File: config.mk
export PLATFORM = sky130hd
export DESIGN_NAME = inport_ctrl
export DESIGN_NICKNAME = d
export VERILOG_FILES = /design/src/rtl/inport_ctrl.sv
export SDC_FILE = /design/constraint.sdc
export NUM_CORES = 1
export LEC_CHECK = 0
export BUFFER_PORTS_ARGS = -buffer_cell sky130_fd_sc_hd__buf_2
export CORE_MARGIN = 3
export CORE_UTILIZATION = 47
export DETAILED_ROUTE_END_ITERATION = 10
export PLACE_DENSITY_LB_ADDON = 0.08
export SYNTH_ARGS = -nofsm -noshare
export SYNTH_HDL_FRONTEND = slang
export SYNTH_SLANG_ARGS = --single-unit
export TNS_END_PERCENT = 10
File: constraint.sdc
create_clock -name clk -period 3.9 [get_ports clk]
set_input_delay 0.39 -clock clk [delete_from_list [all_inputs] [get_ports clk]]
set_output_delay 0.39 -clock clk [all_outputs]
set_load 0.05 [all_outputs]
File: src/rtl/inport_ctrl.sv
// Router input port: buffers flits, requests the head flit's output port, then streams the packet.
// Latency: head push to req is 1 cycle; pops follow the grant by 1 cycle. Backpressure: in_ready = !full, pops wait on out_ready.
module inport_ctrl #(
  parameter int PORTID = 0,
  parameter int DATAW  = 32,
  parameter int DEPTH  = 4
) (
  input  logic             clk,
  input  logic             rst_,
  input  logic [DATAW-1:0] in_data,
  input  logic             in_head,
  input  logic             in_tail,
  input  logic             in_valid,
  output logic             in_ready,
  output logic             req,
  output logic [2:0]       port,
  input  logic [4:0]       grt_in,
  output logic [DATAW-1:0] out_data,
  output logic             out_head,
  output logic             out_tail,
  output logic             out_valid,
  input  logic             out_ready,
  output logic             drop_err
);

  localparam int AW = $clog2(DEPTH);
  localparam int CW = AW + 1;

  if (DEPTH < 2 || (DEPTH & (DEPTH - 1)) != 0) begin : g_bad_depth
    $error("inport_ctrl: DEPTH must be a power of two >= 2");
  end
  if (PORTID < 0 || PORTID > 4) begin : g_bad_portid
    $error("inport_ctrl %0d: PORTID must be 0..4", PORTID);
  end

  typedef struct packed {
    logic             head;
    logic             tail;
    logic [DATAW-1:0] data;
  } flit_t;

  typedef enum logic [1:0] {IDLE, REQ, SEND, DROP} state_t;

  flit_t         mem [DEPTH];
  logic [AW-1:0] wr_ptr;
  logic [AW-1:0] rd_ptr;
  logic [CW-1:0] count;
  state_t        state;
  flit_t         top;
  logic          empty;
  logic          full;
  logic          push;
  logic          pop;
  logic [2:0]    dest;
  logic [7:0]    grt_ext;

  assign empty    = (count == '0);
  assign full     = (count == CW'(DEPTH));
  assign in_ready = !full;
  assign push     = in_valid && !full;
  assign top      = mem[rd_ptr];
  assign dest     = top.data[2:0];
  assign grt_ext  = {3'b000, grt_in};

  assign out_data  = top.data;
  assign out_head  = top.head;
  assign out_tail  = top.tail;
  assign out_valid = (state == SEND) && !empty;

  // IDLE silently discards stray body/tail flits; heads stay put until REQ/DROP consumes them.
  always_comb begin
    pop = 1'b0;
    if (!empty) begin
      unique case (state)
        IDLE:    pop = !top.head;
        SEND:    pop = out_ready;
        DROP:    pop = 1'b1;
        default: pop = 1'b0;
      endcase
    end
  end

  always_ff @(posedge clk) begin
    if (push) mem[wr_ptr] <= '{head: in_head, tail: in_tail, data: in_data};
  end

  always_ff @(posedge clk or negedge rst_) begin
    if (!rst_) begin
      wr_ptr <= '0;
      rd_ptr <= '0;
      count  <= '0;
    end else begin
      if (push) wr_ptr <= wr_ptr + AW'(1);
      if (pop)  rd_ptr <= rd_ptr + AW'(1);
      unique case ({push, pop})
        2'b10:   count <= count + CW'(1);
        2'b01:   count <= count - CW'(1);
        default: count <= count;
      endcase
    end
  end

  // req drops with the tail pop, forcing one IDLE cycle so the output controller can rotate.
  always_ff @(posedge clk or negedge rst_) begin
    if (!rst_) begin
      state    <= IDLE;
      req      <= 1'b0;
      port     <= 3'd0;
      drop_err <= 1'b0;
    end else begin
      drop_err <= 1'b0;
      unique case (state)
        IDLE: begin
          if (!empty && top.head) begin
            if (dest <= 3'd4) begin
              state <= REQ;
              req   <= 1'b1;
              port  <= dest;
            end else begin
              state    <= DROP;
              drop_err <= 1'b1;
            end
          end
        end
        REQ: begin
          if (grt_ext[port]) state <= SEND;
        end
        SEND: begin
          if (pop && top.tail) begin
            state <= IDLE;
            req   <= 1'b0;
          end
        end
        DROP: begin
          if (pop && top.tail) state <= IDLE;
        end
        default: state <= IDLE;
      endcase
    end
  end

endmodule

==> impl_summary.txt, run 1 <==
----------------------------------------------------
[Global route]
  Remaining Overflow, GRT ... 0
  Met3 global-route usage ... 0.0544
  Global-route wire length before repair ... 14800 microns
  GR Util met1 ... 0.197
  Layer carrying the most global-route usage ... met2
  Pin count of the biggest net entering global routing ... 36
  Global-route track usage on met2 ... 0.244
  Vias in the first global route ... 2769
  Total Routing Usage GR ... 0.154
  Number of antenna violations at the first check in global routing ... 2

[CTS]
  CTS sink count ... 150
  TritonCTS clock tree ... yes
  Maximum level of the CTS H-tree ... 4
  Root buffer selected by CTS ... sky130_fd_sc_hd__clkbuf_16
  Deepest clock path buffer count ... 2
  Clk_lat worst skew ... 400 ps
  Num CTS Buffers ... 17
  Clock slew at reported path FFs ... 60 ps
  Post-CTS setup-driven buffer insertion count ... 0

[STA]
  Setup repair after global routing missed its margin ... no
  Number of hold-slack violations in the final timing report ... 0
  Post-Route Skew ... 6.55 ps
  Max Clk Rate ... 382 MHz
  Tightest Pin Transition ... 944 ps
  Min Tclk post-route ... 2620 ps
  Final sum of negative setup slack ... 0 ps
  Final Slew Violations ... 0
  Final Cycle Share ... 0.672
  Setup-violating endpoint count in the final report ... 0
  Worst relative slew slack ... 0.370

[Drt]
  Routed wirelength normalized by instance count ... 19.2 microns
  DRC violation total after the first TritonRoute iteration ... 180
  Via density per instance ... 5.30
  Number of search-and-repair iterations in the first detailed-routing pass ... 4
  Residual DRC ... 0
  Via count ... 2676
  Post-detailed-route count of antenna-violating nets ... 0
  Total Wirelength ... 9710 microns

[Critical path]
  Setup slack, reg-to-reg ... 1440 ps
  Launching element type of the critical path ... register
  Critical Path RT ... 3510 ps
  Start-to-end type of the worst setup path ... reg2out
  Critical Path End Type ... output port
  Worst EP arrival ... 2230 ps
  Maximum fanout encountered on the critical timing path ... 35

[Synthesis]
  Part of the Yosys area used for sequential elements ... 0.778
  Cells after Synth ... 253
  EDFF count, synth ... 136
  Synth area leader ... sky130_fd_sc_hd__edfxtp_1
  Nets in the synthesized netlist ... 302
  Post-synthesis average cell area ... 22.5 sq um
  Area contributors post-synth ... sky130_fd_sc_hd__edfxtp_1, sky130_fd_sc_hd__mux4_2, sky130_fd_sc_hd__dfrtp_1, sky130_fd_sc_hd__ha_1, sky130_fd_sc_hd__and3_1
  Library cells used by synthesis ... 32
  Proportion of register bits with asynchronous set or reset after synthesis ... 0.0933
  Summed instance area of the synthesized netlist ... 5700 sq um
  Synth Register Bits ... 150
  Area share of the leading cell type in the synthesized netlist ... 0.716
  Post-synth top flop ... sky130_fd_sc_hd__edfxtp_1
  Warnings, synthesis ... 0

[Floorplanning]
  Die Y-Extent ... 116 microns
  Top Ports ... 84
  Core footprint ... 11600 sq um
  Row Count ... 39
  Die outline width ... 116 microns
  Starting density of the core ... 0.491
  Full die area ... 13500 sq um

[Finish]
  Final Cell Area ... 6800 sq um
  Area added between synthesis and finish ... 19.3%
  Proportion of layout cells with a drive suffix above 1 ... 0.434
  Number of antenna cells inserted ... 0
  Total of fill cells in the finished design ... 886
  Number of nets in the finished design ... 398

[Power]
  Worst ir drop on vdd ... 0.519 mV
  Cell leakage power ... 2.45 nW
  Power density of the placed cells ... 911 nW/um^2

[Place]
  Dpl cell area ... 6270 sq um
  HPWL after detailed placement ... 5630 microns
  Number of buffers inserted by port buffering ... 83
  Global placer's final weighted congestion ... 0.723

[Run]
  Max-cap violations ... 0

[Status]
  Status ... completed

[Worst hold path]
  Worst min path class ... in2reg

----------------------------------------------------
Yosys cell counts (2+ instances only):
cell type	count
sky130_fd_sc_hd__dfrtp_1	14
sky130_fd_sc_hd__nor3_1	2
sky130_fd_sc_hd__edfxtp_1	136
sky130_fd_sc_hd__nor2_1	5
sky130_fd_sc_hd__nand2_1	4
sky130_fd_sc_hd__inv_1	8
sky130_fd_sc_hd__xnor2_1	3
sky130_fd_sc_hd__xor2_1	3
sky130_fd_sc_hd__clkbuf_1	5
sky130_fd_sc_hd__mux2_4	2
sky130_fd_sc_hd__mux4_2	35
sky130_fd_sc_hd__and3_1	6
sky130_fd_sc_hd__ha_1	5
sky130_fd_sc_hd__buf_2	3
sky130_fd_sc_hd__nand3_1	5
per-stage QoR:
step / total power [W] / hold slack [ps] / utilization / cells / setup WS, ps
after global routing: 0.00652 / 178 / 0.586 / 505 / 1090
final: 0.00620 / 200 / 0.586 / 505 / 1280
after global placement: 0.00485 / 309 / 0.540 / 472 / 1510
after floorplan: 0.00432 / 94.4 / - / 253 / 1280
after CTS: 0.00630 / 179 / 0.586 / 505 / 1180
after detailed placement: 0.00487 / 313 / 0.540 / 472 / 1440
cell usage in the layout (no fill, tap or decap), types with 2 or more instances in the layout:
cell type                   instances
sky130_fd_sc_hd__clkbuf_8           3
sky130_fd_sc_hd__nor2_1             5
sky130_fd_sc_hd__dfrtp_2            2
sky130_fd_sc_hd__clkinv_2           3
sky130_fd_sc_hd__ha_1               5
sky130_fd_sc_hd__dfrtp_1           12
sky130_fd_sc_hd__xor2_1             3
sky130_fd_sc_hd__clkbuf_1           7
sky130_fd_sc_hd__nand3_1            5
sky130_fd_sc_hd__and3_2             4
sky130_fd_sc_hd__inv_1              8
sky130_fd_sc_hd__buf_2             83
sky130_fd_sc_hd__xnor2_1            3
sky130_fd_sc_hd__clkbuf_16         17
sky130_fd_sc_hd__mux2_4             2
sky130_fd_sc_hd__buf_4              2
sky130_fd_sc_hd__nor3_1             2
sky130_fd_sc_hd__edfxtp_1         136
sky130_fd_sc_hd__mux4_2            35
sky130_fd_sc_hd__nand2_1            4
sky130_fd_sc_hd__and3_1             2
logic make-up (layout without fill, tap and decap cells):
logic type / after synthesis / after routing / synth area share
buffers and inverters: 17 / 126 / 0.0132
multiplexers: 39 / 39 / 0.147
XOR/XNOR: 6 / 6 / 0.00922
adder cells (fa/ha/maj): 6 / 6 / 0.0145
flip-flops: 150 / 150 / 0.778
AO/OA/AOI/OAI: 9 / 9 / 0.0140
AND/OR/NAND/NOR: 26 / 26 / 0.0241
flip-flops by register name (all words and copies together), names as in the netlist:
name,cells
req,1
count,3
port,3
rd_ptr,2
mem,136
drop_err,1
state,2
wr_ptr,2
repair_timing:
action | 4_1_cts | 5_1_grt
endpoints found under the setup margin | 0 | 0
resized for setup | 0 | 0
endpoints found under the hold margin | 14 | 0
hold buffers | 1 | 0
layer usage:
layer	routed length, microns	vias up
li1	-	1239
met2	4930	79
met4	84	4
met3	645	11
met1	4030	1343
met5	17	-
report_power, final:
part / total [W] / internal (W) / switching (W)
Sequential: 0.00227 / 0.00216 / 0.000114
Clock: 0.00141 / 0.000859 / 0.000553
Combinational: 0.00251 / 0.000769 / 0.00175
Total: 0.00620 / 0.00379 / 0.00241
path summary, 6_finish.rpt:
check                                  from     endpoint  depth (start not counted)
max in group asynchronous              rst_    rd_ptr[1]                          2
min in group asynchronous              rst_     drop_err                          2
worst max register to register    rd_ptr[0]     count[2]                          9
worst max-delay path              rd_ptr[0]  out_data[2]                          3
worst min register to register     count[0]     count[0]                          1
worst min-delay path            in_data[26]   mem[0][26]                          1
final cells by class:
type / instances / area, sq um / area share
multi-input combinational: 86 / 1200 / 0.176
clock inverter: 5 / 26.3 / 0.00386
sequential: 150 / 4440 / 0.652
tap: 143 / 179 / 0.0263
inverter: 8 / 30.0 / 0.00441
timing repair buffer: 86 / 440 / 0.0647
clock buffer: 27 / 493 / 0.0725
critical path, cell delays in order (launching register included):
cell                      delay, ps
sky130_fd_sc_hd__dfrtp_2        370
sky130_fd_sc_hd__buf_4          560
sky130_fd_sc_hd__mux4_2         650
sky130_fd_sc_hd__buf_2          250
Power figures use the tool's default switching activity.
==> run 2: changes to the inputs <==
- clock period: 3.9 -> 2.2 ns (I/O delays scaled with it)
==> impl_summary.txt, run 2 (synthesis gave the netlist of run 1 again) <==
----------------------------------------------------
[Status]
  Status ... finished with violations
  Failing checks ... setup timing

[Finish]
  Top Registers ... mem: 136 flops, count: 3 flops, port: 3 flops
  Proportion of layout cells with a drive suffix above 1 ... 0.478 (+0.0441)
  Number of nets in the finished design ... 420 (+5.5%)
  Most common library cell in the layout ignoring fill and taps ... sky130_fd_sc_hd__edfxtp_1
  Biggest register ... mem
  Top library cells by usage in the layout, fill and taps aside ... sky130_fd_sc_hd__edfxtp_1, sky130_fd_sc_hd__buf_2, sky130_fd_sc_hd__mux4_2
  Area added between synthesis and finish ... 25.2%
  Core occupancy in the finished layout ... 0.615 (+0.0290)
  Flip-flop count of the largest register, all copies and words added ... 136 (unchanged)
  Number of antenna cells inserted ... 0 (unchanged)

[CTS]
  TritonCTS clock tree ... yes
  Root buffer selected by CTS ... sky130_fd_sc_hd__clkbuf_16
  Clock slew at reported path FFs ... 60 ps (about the same)
  CTS sink count ... 150 (unchanged)
  Deepest clock path buffer count ... 2 (unchanged)
  Maximum level of the CTS H-tree ... 4 (unchanged)
  Num CTS Buffers ... 17 (unchanged)
  Clk_lat worst skew ... 410 ps (about the same)

[Run]
  Max-cap violations ... 0 (unchanged)

[Floorplanning]
  Die outline width ... 116 microns (unchanged)
  Full die area ... 13500 sq um (unchanged)
  Starting density of the core ... 0.491 (unchanged)
  Core footprint ... 11600 sq um (unchanged)
  Row Count ... 39 (unchanged)
  Top Ports ... 84 (unchanged)
  Die Y-Extent ... 116 microns (unchanged)

[STA]
  Number of hold-slack violations in the final timing report ... 0 (unchanged)
  Tightest Pin Transition ... 668 ps (-276 ps)
  Setup ws final ... -111 ps (-1390 ps)
  Final Slew Violations ... 0 (unchanged)
  Post-Route Skew ... 5.96 ps (-0.593 ps)
  Min Tclk post-route ... 2310 ps
  Final Cycle Share ... 1.05
  Max Clk Rate ... 433 MHz
  Setup repair after global routing missed its margin ... yes
  Setup-violating endpoint count in the final report ... 1 (+1)
  Worst relative slew slack ... 0.543 (+0.172)

[Global route]
  Number of antenna violations at the first check in global routing ... 1 (-1)
  Vias in the first global route ... 2944 (+6.3%)
  Total Routing Usage GR ... 0.165 (+0.0108)
  Global-route wire length before repair ... 15900 microns (+7.6%)
  Pin count of the biggest net entering global routing ... 35 (-2.8%)
  Remaining Overflow, GRT ... 0 (unchanged)

[Place]
  Worst setup slack before clock tree synthesis ... -140 ps (-1580 ps)
  Global placer's final weighted congestion ... 0.733 (+1.4%)
  Number of buffers inserted by port buffering ... 83 (unchanged)
  HPWL after detailed placement ... 5850 microns (+3.8%)

[Drt]
  Number of search-and-repair iterations in the first detailed-routing pass ... 4 (unchanged)
  Via density per instance ... 5.36 (+1.2%)
  Residual DRC ... 0 (unchanged)
  Routed wirelength normalized by instance count ... 19.2 microns (-0.37%)
  Post-detailed-route count of antenna-violating nets ... 0 (unchanged)
  Via count ... 2820 (+5.4%)
  DRC violation total after the first TritonRoute iteration ... 176 (-2.2%)
  Total Wirelength ... 10100 microns (+3.8%)

[Critical path]
  Critical Path RT ... 2530 ps (-980 ps)
  Launching element type of the critical path ... register
  Start-to-end type of the worst setup path ... reg2reg
  Worst EP arrival ... 2640 ps (+410 ps)
  Critical Path End Type ... register
  Maximum fanout encountered on the critical timing path ... 2 (-94%)

[Worst hold path]
  Worst min path class ... in2reg

[Power]
  Power density of the placed cells ... 1650 nW/um^2 (+81%)
  Worst ir drop on vdd ... 0.902 mV (+74%)
  Cell leakage power ... 2.62 nW (+6.7%)

----------------------------------------------------
[run 2: final timing paths]
check                             from    endpoint  slack, ps  cells past startpoint
setup / recovery             rd_ptr[0]    count[2]       -110                      9
hold / removal             in_data[17]  mem[0][17]         20                      1
setup reg to reg             rd_ptr[0]    count[2]       -110                      9
hold reg to reg               count[0]    count[0]        490                      1
max in group asynchronous         rst_   rd_ptr[1]       1680                      2
min in group asynchronous         rst_     port[0]        250                      2
[run 2: through the flow]
step	hold WS (ps)	power, W	setup TNS (ps)	area, sq um	instances
final	20.0	0.0118	-111	7140	526
after CTS	2.15	0.0120	-120	7140	526
after detailed placement	146	0.00895	-140	6440	486
after floorplan	-75.6	0.00770	-4450	5720	253
after global routing	9.04	0.0124	-271	7140	526
after global placement	143	0.00891	-68.1	6440	486
[run 2: area by class of cell]
class / count / area, sq um
fill: 843 / 4470
tap: 143 / 179
timing repair buffer: 108 / 703
clock buffer: 18 / 429
inverter: 8 / 30.0
multi-input combinational: 86 / 1220
clock inverter: 13 / 139
sequential: 150 / 4440
[run 2: critical path: stages (launching register included)]
cell                      delay, ps
sky130_fd_sc_hd__dfrtp_2        390
sky130_fd_sc_hd__mux4_2         550
sky130_fd_sc_hd__o31ai_4        200
sky130_fd_sc_hd__and2_4         190
sky130_fd_sc_hd__ha_4           120
sky130_fd_sc_hd__inv_2           30
sky130_fd_sc_hd__fa_2           320
sky130_fd_sc_hd__xor2_1         140
sky130_fd_sc_hd__nor2_1         120
sky130_fd_sc_hd__xor2_1         160
[run 2: per-layer routing]
| layer | GRT usage | vias to the layer above | wire length [microns] |
|---|---|---|---|
| li1 | - | 1284 | - |
| met1 | 0.211 | 1443 | 4360 |
| met2 | 0.259 | 76 | 5030 |
| met3 | 0.0487 | 15 | 497 |
| met4 | 0.0851 | 2 | 191 |
| met5 | 0 | - | 7 |
[run 2: what timing repair did]
action	CTS	global route
endpoints found under the hold margin	22	0
gates resized for setup	11	1
pin swaps	3	3
buffers inserted	6	0
gates cloned	0	0
setup endpoints to repair	24	3
hold buffers	3	0
[run 2: power breakdown]
part           internal, W  switching, W
combinational      0.00178       0.00322
sequential         0.00381      0.000215
clock              0.00175       0.00102
total              0.00734       0.00446
==> run 3: changes to the inputs <==
- REMOVE_ABC_BUFFERS: default -> 1
==> impl_summary.txt, run 3 (synthesis gave the netlist of run 1 again) <==
----------------------------------------------------
[Critical path]
  Critical R2R Launch ... rd_ptr[0]
  Start-to-end type of the worst setup path ... reg2reg
  Critical Path End Type ... register
  Startpoint of the most critical setup path ... rd_ptr[0]
  Launching element type of the critical path ... register
  Worst EP arrival ... 2620 ps (-20 ps)
  Maximum fanout encountered on the critical timing path ... 2 (unchanged)
  Critical Path RT ... 2540 ps (about the same)

[Drt]
  Total Wirelength ... 10400 microns (+2.9%)
  Via count ... 2782 (-1.3%)
  Post-detailed-route count of antenna-violating nets ... 0 (unchanged)
  Via density per instance ... 5.28 (-1.5%)
  Residual DRC ... 0 (unchanged)
  Routed wirelength normalized by instance count ... 19.7 microns (+2.7%)
  Number of search-and-repair iterations in the first detailed-routing pass ... 4 (unchanged)
  DRC violation total after the first TritonRoute iteration ... 196 (+11%)

[Finish]
  Top library cells by usage in the layout, fill and taps aside ... sky130_fd_sc_hd__edfxtp_1, sky130_fd_sc_hd__buf_2, sky130_fd_sc_hd__mux4_2
  Most common library cell in the layout ignoring fill and taps ... sky130_fd_sc_hd__edfxtp_1
  Flip-flop count of the largest register, all copies and words added ... 136 (unchanged)
  Top Registers ... mem: 136 flops, count: 3 flops, port: 3 flops
  Biggest register ... mem
  Core occupancy in the finished layout ... 0.623 (+0.00787)
  Proportion of layout cells with a drive suffix above 1 ... 0.466 (-0.0117)
  Area added between synthesis and finish ... 26.8%
  Number of antenna cells inserted ... 0 (unchanged)
  Non-filler cells in the finished layout ... 527 (+0.19%)
  Number of nets in the finished design ... 422 (+0.48%)

[Floorplanning]
  Starting density of the core ... 0.491 (unchanged)
  Die Y-Extent ... 116 microns (unchanged)
  Full die area ... 13500 sq um (unchanged)
  Die outline width ... 116 microns (unchanged)
  Core footprint ... 11600 sq um (unchanged)
  Top Ports ... 84 (unchanged)
  Row Count ... 39 (unchanged)

[Worst hold path]
  Worst min path class ... in2reg
  Start point of the worst min-delay path ... in_data[17]

[Place]
  HPWL after detailed placement ... 5890 microns (+0.74%)
  Global placer's final weighted congestion ... 0.731 (-0.33%)
  Number of cells in the design after placement ... 484 (-0.41%)
  Number of buffers inserted by port buffering ... 83 (unchanged)
  Worst setup slack before clock tree synthesis ... -171 ps (-31.8 ps)

[CTS]
  TritonCTS clock tree ... yes
  Clk_lat worst skew ... 420 ps (about the same)
  Root buffer selected by CTS ... sky130_fd_sc_hd__clkbuf_16
  Maximum level of the CTS H-tree ... 4 (unchanged)
  Clock slew at reported path FFs ... 60 ps (about the same)
  Num CTS Buffers ... 17 (unchanged)
  Deepest clock path buffer count ... 2 (unchanged)
  CTS sink count ... 150 (unchanged)

[Global route]
  Global-route wire length before repair ... 15800 microns (-0.56%)
  Vias in the first global route ... 2899 (-1.5%)
  Number of antenna violations at the first check in global routing ... 0 (-1)
  Pin count of the biggest net entering global routing ... 35 (unchanged)
  Remaining Overflow, GRT ... 0 (unchanged)
  Total Routing Usage GR ... 0.164 (-0.000506)

[STA]
  Setup ws final ... -82.2 ps (+29.1 ps)
  Number of hold-slack violations in the final timing report ... 0 (unchanged)
  Post-Route Skew ... 7.00 ps (+1.04 ps)
  Tightest Pin Transition ... 628 ps (-40.2 ps)
  Min Tclk post-route ... 2280 ps (-29.1 ps)
  Worst relative slew slack ... 0.570 (+0.0275)
  Final Cycle Share ... 1.04 (-0.0132)
  Max Clk Rate ... 438 MHz (+1.3%)
  Setup repair after global routing missed its margin ... yes
  Setup-violating endpoint count in the final report ... 16 (+15)
  Final Slew Violations ... 0 (unchanged)

[Status]
  Status ... finished with violations
  Failing checks ... setup timing

[Power]
  Power density of the placed cells ... 1650 nW/um^2 (-0.44%)
  Cell leakage power ... 2.64 nW (+0.68%)
  Total Power ... 0.0119 W (+0.83%)
  Worst ir drop on vdd ... 0.926 mV (+2.6%)

[Run]
  Max-cap violations ... 0 (unchanged)

----------------------------------------------------
run 3: changes by cell type in the layout (fill, tap and decap cells not counted), moves of 2 or more:
cell / before / now
sky130_fd_sc_hd__buf_16: 0 / 2
sky130_fd_sc_hd__clkinv_4: 0 / 2
sky130_fd_sc_hd__clkbuf_1: 1 / 3
sky130_fd_sc_hd__buf_6: 4 / 16
sky130_fd_sc_hd__dlygate4sd3_1: 3 / 7
sky130_fd_sc_hd__buf_12: 6 / 4
sky130_fd_sc_hd__clkinv_2: 6 / 3
sky130_fd_sc_hd__bufinv_16: 3 / 1
sky130_fd_sc_hd__buf_2: 82 / 68
run 3: report_power, final:
| group | internal (W) | switching [W] | total [W] |
|---|---|---|---|
| logic | 0.00203 | 0.00330 | 0.00533 |
| clock network | 0.00153 | 0.00103 | 0.00255 |
| registers | 0.00381 | 0.000211 | 0.00402 |
| total | 0.00736 | 0.00454 | 0.0119 |
run 3: repair_timing:
action                                  4_1_cts  5_1_grt
endpoints found under the setup margin       34       19
gates resized for setup                      43        2
gates cloned                                  0        1
hold buffers                                  4        3
pin swaps                                     4        3
hold endpoints to repair                     23       12
buffers inserted                              2        3
run 3: cell type report:
| cell class | instances | area [sq um] |
|---|---|---|
| Sequential cell | 150 | 4440 |
| Fill cell | 846 | 4380 |
| Multi-Input combinational cell | 86 | 1220 |
| Timing Repair Buffer | 110 | 841 |
| Clock buffer | 20 | 437 |
| Tap cell | 143 | 179 |
| Clock inverter | 10 | 85.1 |
| Inverter | 8 | 30.0 |
run 3: final timing paths:
kind	to	slack, ps	cells past startpoint
max	count[2]	-80	9
min	mem[1][17]	10	1
max reg2reg	count[2]	-80	9
min reg2reg	count[0]	490	1
max in group asynchronous	rd_ptr[0]	1700	2
min in group asynchronous	port[1]	230	2
run 3: layer usage:
layer	global-route usage	part of all wire	vias to the layer above
met5	0	0	-
met4	0.0781	0.018	0
met3	0.0575	0.045	14
met2	0.259	0.50	69
met1	0.206	0.43	1424
li1	-	-	1275
run 3: stage by stage:
step           instance area, sq um  hold WS, ps  setup TNS [ps]
6_report                       7230         14.8            -421
5_1_grt                        7230         3.78           -2150
4_1_cts                        7140        0.374            -521
3_5_place_dp                   6410          136            -301
3_3_place_gp                   6410          137            -133
2_1_floorplan                  5660        -75.6          -26650
run 3: critical path: stages, from the launching register on:
cell and delay, ps:
sky130_fd_sc_hd__dfrtp_2 370, sky130_fd_sc_hd__mux4_2 550, sky130_fd_sc_hd__o31ai_4 210, sky130_fd_sc_hd__and2_4 190
sky130_fd_sc_hd__ha_4 130, sky130_fd_sc_hd__inv_2 30, sky130_fd_sc_hd__fa_2 330, sky130_fd_sc_hd__xor2_1 140
sky130_fd_sc_hd__nor2_1 110, sky130_fd_sc_hd__xor2_1 150
